**src/rtl/sop_pkg.sv**
```systemverilog
// Shared types and constants for the sum-of-products sweep controller.
package sop_pkg;

    typedef enum logic [1:0] {
        IDLE   = 2'd0,
        APPLY  = 2'd1,
        SAMPLE = 2'd2,
        DONE   = 2'd3
    } state_e;

    localparam int unsigned VEC_N = 16;
    localparam int unsigned IDX_W = 4;

    // Golden truth table of f = ~a&b&~c | a&b&d | ~b&c, bit i = f({a,b,c,d} = i).
    localparam logic [VEC_N-1:0] SOP_MASK = 16'hAC3C;

endpackage

```
**src/rtl/sop_eval.sv**
```systemverilog
// Combinational reference implementation of the 4-input sum-of-products function.
module sop_eval (
    output logic s,
    input  logic a,
    input  logic b,
    input  logic c,
    input  logic d
);

    assign s = (~a & b & ~c) | (a & b & d) | (~b & c);

endmodule

```
**src/rtl/sop_sweep_ctrl.sv**
```systemverilog
// Exhaustive 16-vector sweep of a 4-input function, compared against a latched golden mask.
module sop_sweep_ctrl
    import sop_pkg::*;
#(
    parameter int unsigned SETTLE  = 1,
    parameter bit          USE_INT = 1'b1
) (
    input  logic             clk,
    input  logic             rst_n,
    input  logic             start,
    input  logic             abort,
    input  logic [VEC_N-1:0] expected,
    input  logic             s_in,
    output logic             a,
    output logic             b,
    output logic             c,
    output logic             d,
    output logic             busy,
    output logic             done,
    output logic             pass,
    output logic [VEC_N-1:0] result,
    output logic [4:0]       err_cnt,
    output logic [IDX_W-1:0] first_fail
);

    localparam logic [3:0] SET_LAST = 4'(SETTLE - 1);
    localparam logic [IDX_W-1:0] IDX_LAST = IDX_W'(VEC_N - 1);

    state_e           state_q;
    logic [IDX_W-1:0] idx_q;
    logic [3:0]       set_q;
    logic [IDX_W-1:0] drv_q;
    logic [VEC_N-1:0] exp_q;
    logic [VEC_N-1:0] result_q;
    logic [4:0]       err_q;
    logic [IDX_W-1:0] ff_q;
    logic             busy_q;
    logic             done_q;
    logic             pass_q;
    logic             pend_q;

    logic             f_int;
    logic             sample;
    logic             mism;
    logic [4:0]       err_d;

    sop_eval u_eval (
        .s (f_int),
        .a (drv_q[3]),
        .b (drv_q[2]),
        .c (drv_q[1]),
        .d (drv_q[0])
    );

    always_comb begin
        sample = USE_INT ? f_int : s_in;
        mism   = sample ^ exp_q[idx_q];
        err_d  = err_q + 5'(mism);
    end

    // A start seen in DONE is parked in pend_q and taken on the next IDLE cycle.
    always_ff @(posedge clk or negedge rst_n) begin
        if (!rst_n) begin
            state_q  <= IDLE;
            idx_q    <= '0;
            set_q    <= '0;
            drv_q    <= '0;
            exp_q    <= '0;
            result_q <= '0;
            err_q    <= '0;
            ff_q     <= '0;
            busy_q   <= 1'b0;
            done_q   <= 1'b0;
            pass_q   <= 1'b0;
            pend_q   <= 1'b0;
        end else begin
            done_q <= 1'b0;
            case (state_q)
                IDLE: begin
                    if (start || pend_q) begin
                        state_q  <= APPLY;
                        idx_q    <= '0;
                        set_q    <= '0;
                        drv_q    <= '0;
                        exp_q    <= expected;
                        result_q <= '0;
                        err_q    <= '0;
                        ff_q     <= '0;
                        pass_q   <= 1'b0;
                        busy_q   <= 1'b1;
                        pend_q   <= 1'b0;
                    end
                end
                APPLY: begin
                    if (abort) begin
                        state_q <= IDLE;
                        set_q   <= '0;
                        drv_q   <= '0;
                        busy_q  <= 1'b0;
                        pass_q  <= 1'b0;
                    end else if (set_q == SET_LAST) begin
                        state_q <= SAMPLE;
                    end else begin
                        set_q <= set_q + 4'd1;
                    end
                end
                SAMPLE: begin
                    if (abort) begin
                        state_q <= IDLE;
                        set_q   <= '0;
                        drv_q   <= '0;
                        busy_q  <= 1'b0;
                        pass_q  <= 1'b0;
                    end else begin
                        result_q[idx_q] <= sample;
                        err_q           <= err_d;
                        if (mism && (err_q == '0)) begin
                            ff_q <= idx_q;
                        end
                        set_q <= '0;
                        if (idx_q == IDX_LAST) begin
                            state_q <= DONE;
                            drv_q   <= '0;
                            busy_q  <= 1'b0;
                            done_q  <= 1'b1;
                            pass_q  <= (err_d == '0);
                        end else begin
                            state_q <= APPLY;
                            idx_q   <= idx_q + 1'b1;
                            drv_q   <= idx_q + 1'b1;
                        end
                    end
                end
                DONE: begin
                    state_q <= IDLE;
                    pend_q  <= start;
                end
                default: begin
                    state_q <= IDLE;
                end
            endcase
        end
    end

    assign {a, b, c, d} = drv_q;
    assign busy         = busy_q;
    assign done         = done_q;
    assign pass         = pass_q;
    assign result       = result_q;
    assign err_cnt      = err_q;
    assign first_fail   = ff_q;

endmodule

```
**config.mk**
```make
export PLATFORM = sky130hd
export DESIGN_NAME = sop_sweep_ctrl
export DESIGN_NICKNAME = d
export VERILOG_FILES = /design/src/rtl/sop_pkg.sv /design/src/rtl/sop_eval.sv /design/src/rtl/sop_sweep_ctrl.sv
export SDC_FILE = /design/constraint.sdc
export NUM_CORES = 1
export LEC_CHECK = 0
export BUFFER_PORTS_ARGS = -buffer_cell sky130_fd_sc_hd__buf_2
export CORE_UTILIZATION = 58
export CTS_BUF_LIST = sky130_fd_sc_hd__clkbuf_2
export DETAILED_ROUTE_END_ITERATION = 10
export GPL_TIMING_DRIVEN = 0
export PLACE_DENSITY = 0.82
export SYNTH_ARGS = -nofsm -noshare
export SYNTH_HDL_FRONTEND = slang
export SYNTH_SLANG_ARGS = --single-unit
```
**constraint.sdc**
```tcl
create_clock -name clk -period 3.7 [get_ports clk]
set_input_delay 0.37 -clock clk [delete_from_list [all_inputs] [get_ports clk]]
set_output_delay 0.37 -clock clk [all_outputs]
set_load 0.01 [all_outputs]
```
==> results of run 1 <==
worst max-delay path by stage:
stage                   from   end  slack, ns
floorplan           idx_q[1]  pass       1.15
global placement    idx_q[1]  pass       0.88
detailed placement  idx_q[1]  pass       0.85
CTS                 idx_q[1]  pass       0.84
global route        idx_q[1]  pass       0.65
finish              idx_q[1]  pass       0.88
layer usage:
layer | track usage, % | wire, µm
met5 | 0 | 0
met4 | 9.26 | 129
met3 | 7.23 | 348
met2 | 38.1 | 3040
met1 | 35.4 | 2990
worst register-to-register path: cells and delay by family, from the launching register on:
kind	cells	cell delay [ns]
compound gates	2	0.54
fa+ha+maj	2	0.49
buf+inv	1	0.19
simple gates	2	0.29
flops	1	0.49
mux	2	0.62
xor+xnor	1	0.11
cell usage in the layout (no fill, tap or decap), types with 5 or more instances in the layout:
cell	n
sky130_fd_sc_hd__nand2_1	39
sky130_fd_sc_hd__mux2i_1	8
sky130_fd_sc_hd__a21boi_0	15
sky130_fd_sc_hd__nand2b_1	8
sky130_fd_sc_hd__o21ai_0	57
sky130_fd_sc_hd__buf_2	51
sky130_fd_sc_hd__nor2b_1	5
sky130_fd_sc_hd__ha_1	12
sky130_fd_sc_hd__dfrtp_1	59
sky130_fd_sc_hd__clkbuf_1	12
sky130_fd_sc_hd__nor2_1	12
sky130_fd_sc_hd__inv_1	9
sky130_fd_sc_hd__mux2_2	16
sky130_fd_sc_hd__clkbuf_2	9
power by group:
part | internal (mW) | switching, mW
Combinational | 0.352 | 0.494
Sequential | 0.769 | 0.0728
Clock | 0.216 | 0.233
logic make-up (layout without fill, tap and decap cells):
kind of cell               Yosys count  count (layout)  share of synthesized area, %
AOI/OAI and AO/OA                   98              98                          19.5
xor gates and xnor gates             7               7                          1.97
adders and majority gates           12              12                          4.83
buffers and inverters               23              91                          3.06
DFF                                 59              59                          47.5
muxes                               25              25                          9.11
and+or+nand+nor                     86              86                          13.9
layout make-up:
type,count,area (µm²)
inverters,9,33.8
clock inverters,7,82.6
plain buffers,14,61.3
fillers,408,1550
repair buffers,52,268
well taps,70,87.6
clock buffers,9,45.0
multi-input cells,228,1530
flip-flops and latches,59,1480
metrics by stage:
stage                     utilization (%)  instances
after global placement               67.1        431
after detailed placement             67.1        431
after CTS                            69.6        447
after global routing                 69.8        448
after floorplan                         -        310
final                                69.8        448
sequential cells by signal (all words and copies together) (netlist names):
signal,cells
set_q,4
exp_q,16
drv_q,4
first_fail,4
pend_q,1
result,16
err_cnt,5
done,1
state_q,2
idx_q,4
busy,1
pass,1
repair_timing:
action / in CTS / in global routing
endpoints found under the hold margin: 0 / 59
hold buffers: 0 / 1
setup buffers: 0 / 0
==> impl_results.rst, run 1 <==
.. list-table::
   :header-rows: 1

   * - Metric
     - Value
   * - Final net count
     - between 400 and 500
   * - Die ar.
     - roughly 5700 µm²
   * - Total iterations of the first detailed-routing run
     - 4
   * - Io pins
     - between 50 and 60
   * - Worst voltage drop across the vdd grid
     - between 0.4 and 0.5 mV
   * - Number of gates on the worst path with buffers counted
     - 10
   * - Leakage Power
     - between 1.5 and 2 nW
   * - Wire length of the first global-routing pass
     - 10500 µm
   * - CTS tree
     - yes
   * - Hold Path Stages
     - 2
   * - Number of clock buffers inserted by TritonCTS
     - 9
   * - Class of the tightest hold or removal check
     - primary input to flop
   * - Clock tree buffer depth
     - 2
   * - Buffers and inverters on the worst path
     - 1
   * - Synth async-reset ratio
     - 100%
   * - Actual slew at the worst max-slew pin
     - 0.719 ns
   * - Number of sinks driven by the clock tree
     - 59
   * - Maximum number of pins on one net before global-route repair
     - 60
   * - Root buffer selected by CTS
     - sky130_fd_sc_hd__clkbuf_2
   * - Hold worst-path end
     - exp_q[12]
   * - Most frequent cells after synthesis
     - sky130_fd_sc_hd__dfrtp_1, sky130_fd_sc_hd__o21ai_0, sky130_fd_sc_hd__nand2_1
   * - Fin. Hold Viols
     - 0
   * - Final worst hold slack
     - 0.0998 ns
   * - ANT cells
     - 0
   * - Startpoint of the most critical register-to-register path
     - idx_q[1]
   * - Yosys synthesis warning count
     - 0
   * - Area of the mapped netlist
     - between 3000 and 4000 µm²
   * - Floorplan core area
     - ~5100 µm²
   * - Reported max-cap violation count
     - 0
   * - Portion of the clock cycle consumed by the worst path in the final layout
     - approximately 76%
   * - Post-detailed-route wirelength per cell
     - approximately 15 µm
   * - Vertical die dimension
     - 75.2 µm
   * - Post-route setup TNS
     - 0 ns
   * - Sequential-to-total area share from yosys stat
     - a little under half
   * - Relative slew slack
     - ~52%
   * - Post-synthesis cell type count
     - between 40 and 50
   * - Routability congestion estimate
     - 0.876
   * - Required time of the critical path
     - roughly 4.1 ns
   * - Net count after synthesis
     - 343
   * - Buffers on Ports
     - between 50 and 60
   * - Slowest cell on crit path
     - sky130_fd_sc_hd__dfrtp_1
   * - Vias in the first global route
     - 2275
   * - Initial antenna violation count
     - 0
   * - Via count of the routed design
     - 2520
   * - Die Span X
     - between 70 and 80 µm
   * - Largest area contributor in the synthesized netlist
     - sky130_fd_sc_hd__dfrtp_1
   * - Clock transition at the registers of the reported paths
     - between 0.15 and 0.2 ns
   * - Most frequent cell after synthesis
     - sky130_fd_sc_hd__dfrtp_1
   * - DP HPWL
     - 4640 µm
   * - Worst Slack Setup Final
     - ~0.88 ns
   * - Peak Freq
     - 355 MHz
   * - Number of cells upsized or downsized after cts
     - 0
   * - Post-synth EDFFs
     - 0
   * - Cells along the critical path
     - buf_6 -> mux2i_1 -> mux4_2 -> o21ai_0 -> xnor2_1 -> ha_1 -> ha_1 -> nor3_1 -> nand3_1 -> o41ai_1
   * - Critical path's top delay family
     - multiplexers
   * - Effective utilization at floorplan
     - between 60% and 70%
   * - Post-synthesis register bit count
     - a little under 60
   * - Setup skew after layout
     - 0.0267 ns
   * - Avg Vias per Cell
     - roughly 5.6
   * - Critical Path End Type
     - flop
   * - Synth Area per Inst
     - 10.0 µm²
   * - Area Growth Syn to Fin
     - 15.6%
   * - Number of setup violations in the final report
     - 0
   * - Synth top area cells
     - sky130_fd_sc_hd__dfrtp_1, sky130_fd_sc_hd__o21ai_0, sky130_fd_sc_hd__mux2_2, sky130_fd_sc_hd__ha_1, sky130_fd_sc_hd__nand2_1
   * - Setup repair after global routing missed its margin
     - false
   * - Clock network latency to the later pin of the worst-skew pair
     - roughly 0.50 ns
   * - Fin. max-slew vios
     - 0
   * - Antenna Violating Nets Remaining
     - 0
   * - Arrival time at the worst endpoint
     - around 3.2 ns
   * - CP most frequent cell
     - sky130_fd_sc_hd__ha_1
   * - Site row count
     - 26
   * - Total Routing Usage GR
     - between 20% and 30%
   * - Wire length after detailed routing
     - 6510 µm
   * - Min-Delay Startpoint
     - expected[12]
   * - Endpoint of the worst register-to-register path
     - pass
   * - Status
     - complete, no violations
   * - Flop2flop setup slack
     - a little under 0.9 ns
   * - Share of the synthesized area in the top cell type
     - between 40% and 50%
   * - Instance count of the mapped netlist
     - 310
   * - Startpoint types
     - flop
   * - Power Total
     - between 2 and 2.5 mW
   * - Setup slack after placement
     - roughly 0.85 ns
   * - Iteration-0 DRC count of the detailed router
     - around 150
   * - CP peak stage delay
     - approximately 0.5 ns
   * - Minimum clock period after layout
     - about 2.8 ns
   * - Primary FF master, synth
     - sky130_fd_sc_hd__dfrtp_1
   * - Global-route congestion overflow total
     - 0
   * - Worst Path Class, Setup
     - flop to flop
   * - Number of design rule violations left after detail routing
     - 0
   * - Power density over cell area
     - 596 nW/µm²
   * - Post-Place Cell Area
     - between 3000 and 4000 µm²
   * - Layout Cell Area excl Fill
     - ~3600 µm²
   * - Highest fanout seen on the critical path
     - 10
   * - Share of final-layout standard cells stronger than drive strength 1
     - about 25%
   * - CTS H-tree depth
     - 3
   * - Number of cells traversed by the worst register-to-register path
     - 10
Note: power is estimated with default switching activity, not from simulation.
==> run 2: changes to the inputs <==
- clock period: 3.7 -> 2.83 ns (I/O delays scaled with it)
==> impl_results.rst, run 2 (synthesis results as in run 1) <==
.. list-table::
   :header-rows: 1

   * - Metric
     - Value
   * - Status
     - complete, no violations
   * - Worst Path Class, Setup
     - flop to flop
   * - CTS tree
     - yes
   * - Avg Vias per Cell
     - 5.62 (about the same)
   * - Leading cell types in the layout, fill and taps excluded
     - sky130_fd_sc_hd__dfrtp_1, sky130_fd_sc_hd__o21ai_0, sky130_fd_sc_hd__buf_2, sky130_fd_sc_hd__nand2_1, sky130_fd_sc_hd__dlygate4sd3_1
   * - Final net count
     - 424 (+4.4%)
   * - Min-Delay Startpoint
     - start
   * - Root buffer selected by CTS
     - sky130_fd_sc_hd__clkbuf_2
   * - Number of clock buffers inserted by TritonCTS
     - 9 (unchanged)
   * - Io pins
     - 53 (unchanged)
   * - Initial antenna violation count
     - 0 (unchanged)
   * - Clock transition at the registers of the reported paths
     - 0.15 ns (about the same)
   * - Highest fanout seen on the critical path
     - 10 (unchanged)
   * - Register cell area after layout
     - 1480 µm² (about the same)
   * - Critical Path End Type
     - flop
   * - Effective utilization at floorplan
     - 60.4% (unchanged)
   * - Hold Path Stages
     - 3 (+1)
   * - Number of sinks driven by the clock tree
     - 59 (unchanged)
   * - ANT cells
     - 0 (unchanged)
   * - Flop2flop setup slack
     - 0.19 ns (-0.69 ns)
   * - Required time of the critical path
     - 3.22 ns (-0.86 ns)
   * - Clock tree buffer depth
     - 2 (unchanged)
   * - Wire length of the first global-routing pass
     - 11000 µm (+4.7%)
   * - Number of design rule violations left after detail routing
     - 0 (unchanged)
   * - Post-detailed-route wirelength per cell
     - 14.7 µm (+1.1%)
   * - CTS H-tree depth
     - 3 (unchanged)
   * - Setup slack after placement
     - -0.0202 ns (-0.870 ns)
   * - Minimum clock period after layout
     - 2.64 ns (-0.175 ns)
   * - Floorplan core area
     - 5140 µm² (unchanged)
   * - Worst voltage drop across the vdd grid
     - 0.526 mV (+31%)
   * - Arrival time at the worst endpoint
     - 3.04 ns (-0.16 ns)
   * - Via count of the routed design
     - 2619 (+3.9%)
   * - Relative slew slack
     - 52.2% (+0.18 points)
   * - Buffers on Ports
     - 51 (unchanged)
   * - Worst Slack Setup Final
     - 0.185 ns (-0.695 ns)
   * - Fin. max-slew vios
     - 0 (unchanged)
   * - Cells along the critical path
     - buf_6 -> mux2i_1 -> mux4_2 -> o21ai_2 -> xnor2_1 -> ha_1 -> ha_1 -> nor3_1 -> nand3_1 -> o41ai_2
   * - Iteration-0 DRC count of the detailed router
     - 170 (+15%)
   * - CP most frequent cell
     - sky130_fd_sc_hd__ha_1
   * - Peak Freq
     - 378 MHz (+6.6%)
   * - Routability congestion estimate
     - 0.876 (unchanged)
   * - Site row count
     - 26 (unchanged)
   * - Setup repair after global routing missed its margin
     - false
   * - Total Routing Usage GR
     - 26.6% (+1.2 points)
   * - Layout filler cell count
     - 380 (-6.9%)
   * - Total iterations of the first detailed-routing run
     - 4 (unchanged)
   * - Global-route congestion overflow total
     - 0 (unchanged)
   * - Clock network latency to the later pin of the worst-skew pair
     - 0.48 ns (-0.02 ns)
   * - Maximum number of pins on one net before global-route repair
     - 60 (unchanged)
   * - Area Growth Syn to Fin
     - 21.7%
   * - Setup skew after layout
     - 0.0166 ns (-0.0101 ns)
   * - Fin. Hold Viols
     - 0 (unchanged)
   * - Endpoint of the worst register-to-register path
     - pass
   * - Antenna Violating Nets Remaining
     - 0 (unchanged)
   * - Class of the tightest hold or removal check
     - primary input to flop
   * - Die ar.
     - 5650 µm² (unchanged)
   * - Share of final-layout standard cells stronger than drive strength 1
     - 25.5% (+0.37 points)
   * - Startpoint of the most critical register-to-register path
     - idx_q[1]
   * - Leakage Power
     - 1.76 nW (+5.3%)
   * - Wire length after detailed routing
     - 6850 µm (+5.2%)
   * - Number of setup violations in the final report
     - 0 (unchanged)
   * - Vias in the first global route
     - 2378 (+4.5%)
   * - Vertical die dimension
     - 75.2 µm (unchanged)
   * - Hold worst-path end
     - pend_q
   * - Reported max-cap violation count
     - 0 (unchanged)
   * - Actual slew at the worst max-slew pin
     - 0.716 ns (-0.00264 ns)
   * - Multi-input logic area
     - 1550 µm² (+0.73%)
   * - CP peak stage delay
     - 0.51 ns (+0.02 ns)
   * - Power density over cell area
     - 749 nW/µm² (+26%)
   * - Leading cell type in the layout, fill and taps excluded
     - sky130_fd_sc_hd__dfrtp_1
   * - DP HPWL
     - 4640 µm (unchanged)
   * - Slowest cell on crit path
     - sky130_fd_sc_hd__mux4_2
   * - Die Span X
     - 75.2 µm (unchanged)
   * - Utilization after layout
     - 73.5% (+3.7 points)
   * - Startpoint types
     - flop
   * - Portion of the clock cycle consumed by the worst path in the final layout
     - 93.5% (+17 points)
   * - Number of cells traversed by the worst register-to-register path
     - 10 (unchanged)
==> run 2: cell types whose count changed in the layout (fill, tap and decap cells not counted) <==
| cell | delta |
|---|---|
| sky130_fd_sc_hd__o21ai_2 | +1 |
| sky130_fd_sc_hd__dlygate4sd3_1 | +16 |
| sky130_fd_sc_hd__o41ai_1 | -1 |
| sky130_fd_sc_hd__dfrtp_2 | +1 |
| sky130_fd_sc_hd__o41ai_2 | +1 |
| sky130_fd_sc_hd__clkbuf_1 | -1 |
| sky130_fd_sc_hd__dfrtp_1 | -1 |
| sky130_fd_sc_hd__o21ai_0 | -1 |
| sky130_fd_sc_hd__buf_4 | +3 |
==> run 2: timing repair <==
item / in CTS / in global routing
hold buffers: 16 / 1
setup buffers: 0 / 3
setup endpoints to repair: 1 / 1
endpoints found under the hold margin: 16 / 59
pin swaps: 0 / 0
gates resized for setup: 1 / 3
gates cloned: 0 / 0
==> run 2: how the worst max path moves through the flow <==
stage,from,slack [ns],to,cells after the start
floorplan,idx_q[1],0.28,pass,10
global placement,idx_q[1],0.01,pass,10
detailed placement,idx_q[1],-0.02,pass,10
CTS,idx_q[1],0.04,pass,10
global route,idx_q[1],0.04,pass,10
finish,idx_q[1],0.19,pass,10
==> run 2: stage by stage <==
step / power [mW] / instance area (µm²) / hold slack, ns / std cells / setup TNS (ns)
floorplan: 1.93 / 3110 / -0.0126 / 310 / 0
global placement: 2.17 / 3450 / 0.487 / 431 / 0
detailed placement: 2.22 / 3450 / 0.493 / 431 / -0.0202
CTS: 2.82 / 3740 / 0.0156 / 463 / 0
global route: 3.02 / 3780 / 0.0339 / 466 / 0
finish: 2.83 / 3780 / 0.0652 / 466 / 0
==> run 2: where the power goes <==
group	total, mW	switching [mW]	internal (mW)	leakage, nW
clock network	0.587	0.304	0.283	0.0805
registers	1.12	0.112	1.01	0.780
logic	1.13	0.647	0.480	0.895
==> run 2: worst max-delay path, delay by kind of cell (launching register included) <==
kind / cells / cell delay [ns]
AND/OR/NAND/NOR: 2 / 0.30
buffers and inverters: 1 / 0.16
XOR/XNOR: 1 / 0.09
multiplexers: 2 / 0.64
adder cells (fa/ha/maj): 2 / 0.49
AO/OA/AOI/OAI: 2 / 0.42
flip-flops: 1 / 0.47
==> run 2: final cells by class <==
type                            instances  area share (%)
Multi-Input combinational cell        228            40.9
Inverter                                9           0.894
Clock buffer                            9            1.19
Tap cell                               70            2.32
Buffer                                 13            1.52
Sequential cell                        59            39.1
Timing Repair Buffer                   71            11.9
Clock inverter                          7            2.18
==> run 2: metal layers <==
layer,wire [µm],up-vias,GRT usage [%]
li1,-,1268,-
met4,87,0,12.3
met1,3120,1255,36.0
met3,324,10,5.62
met2,3320,86,41.3
met5,0,-,0
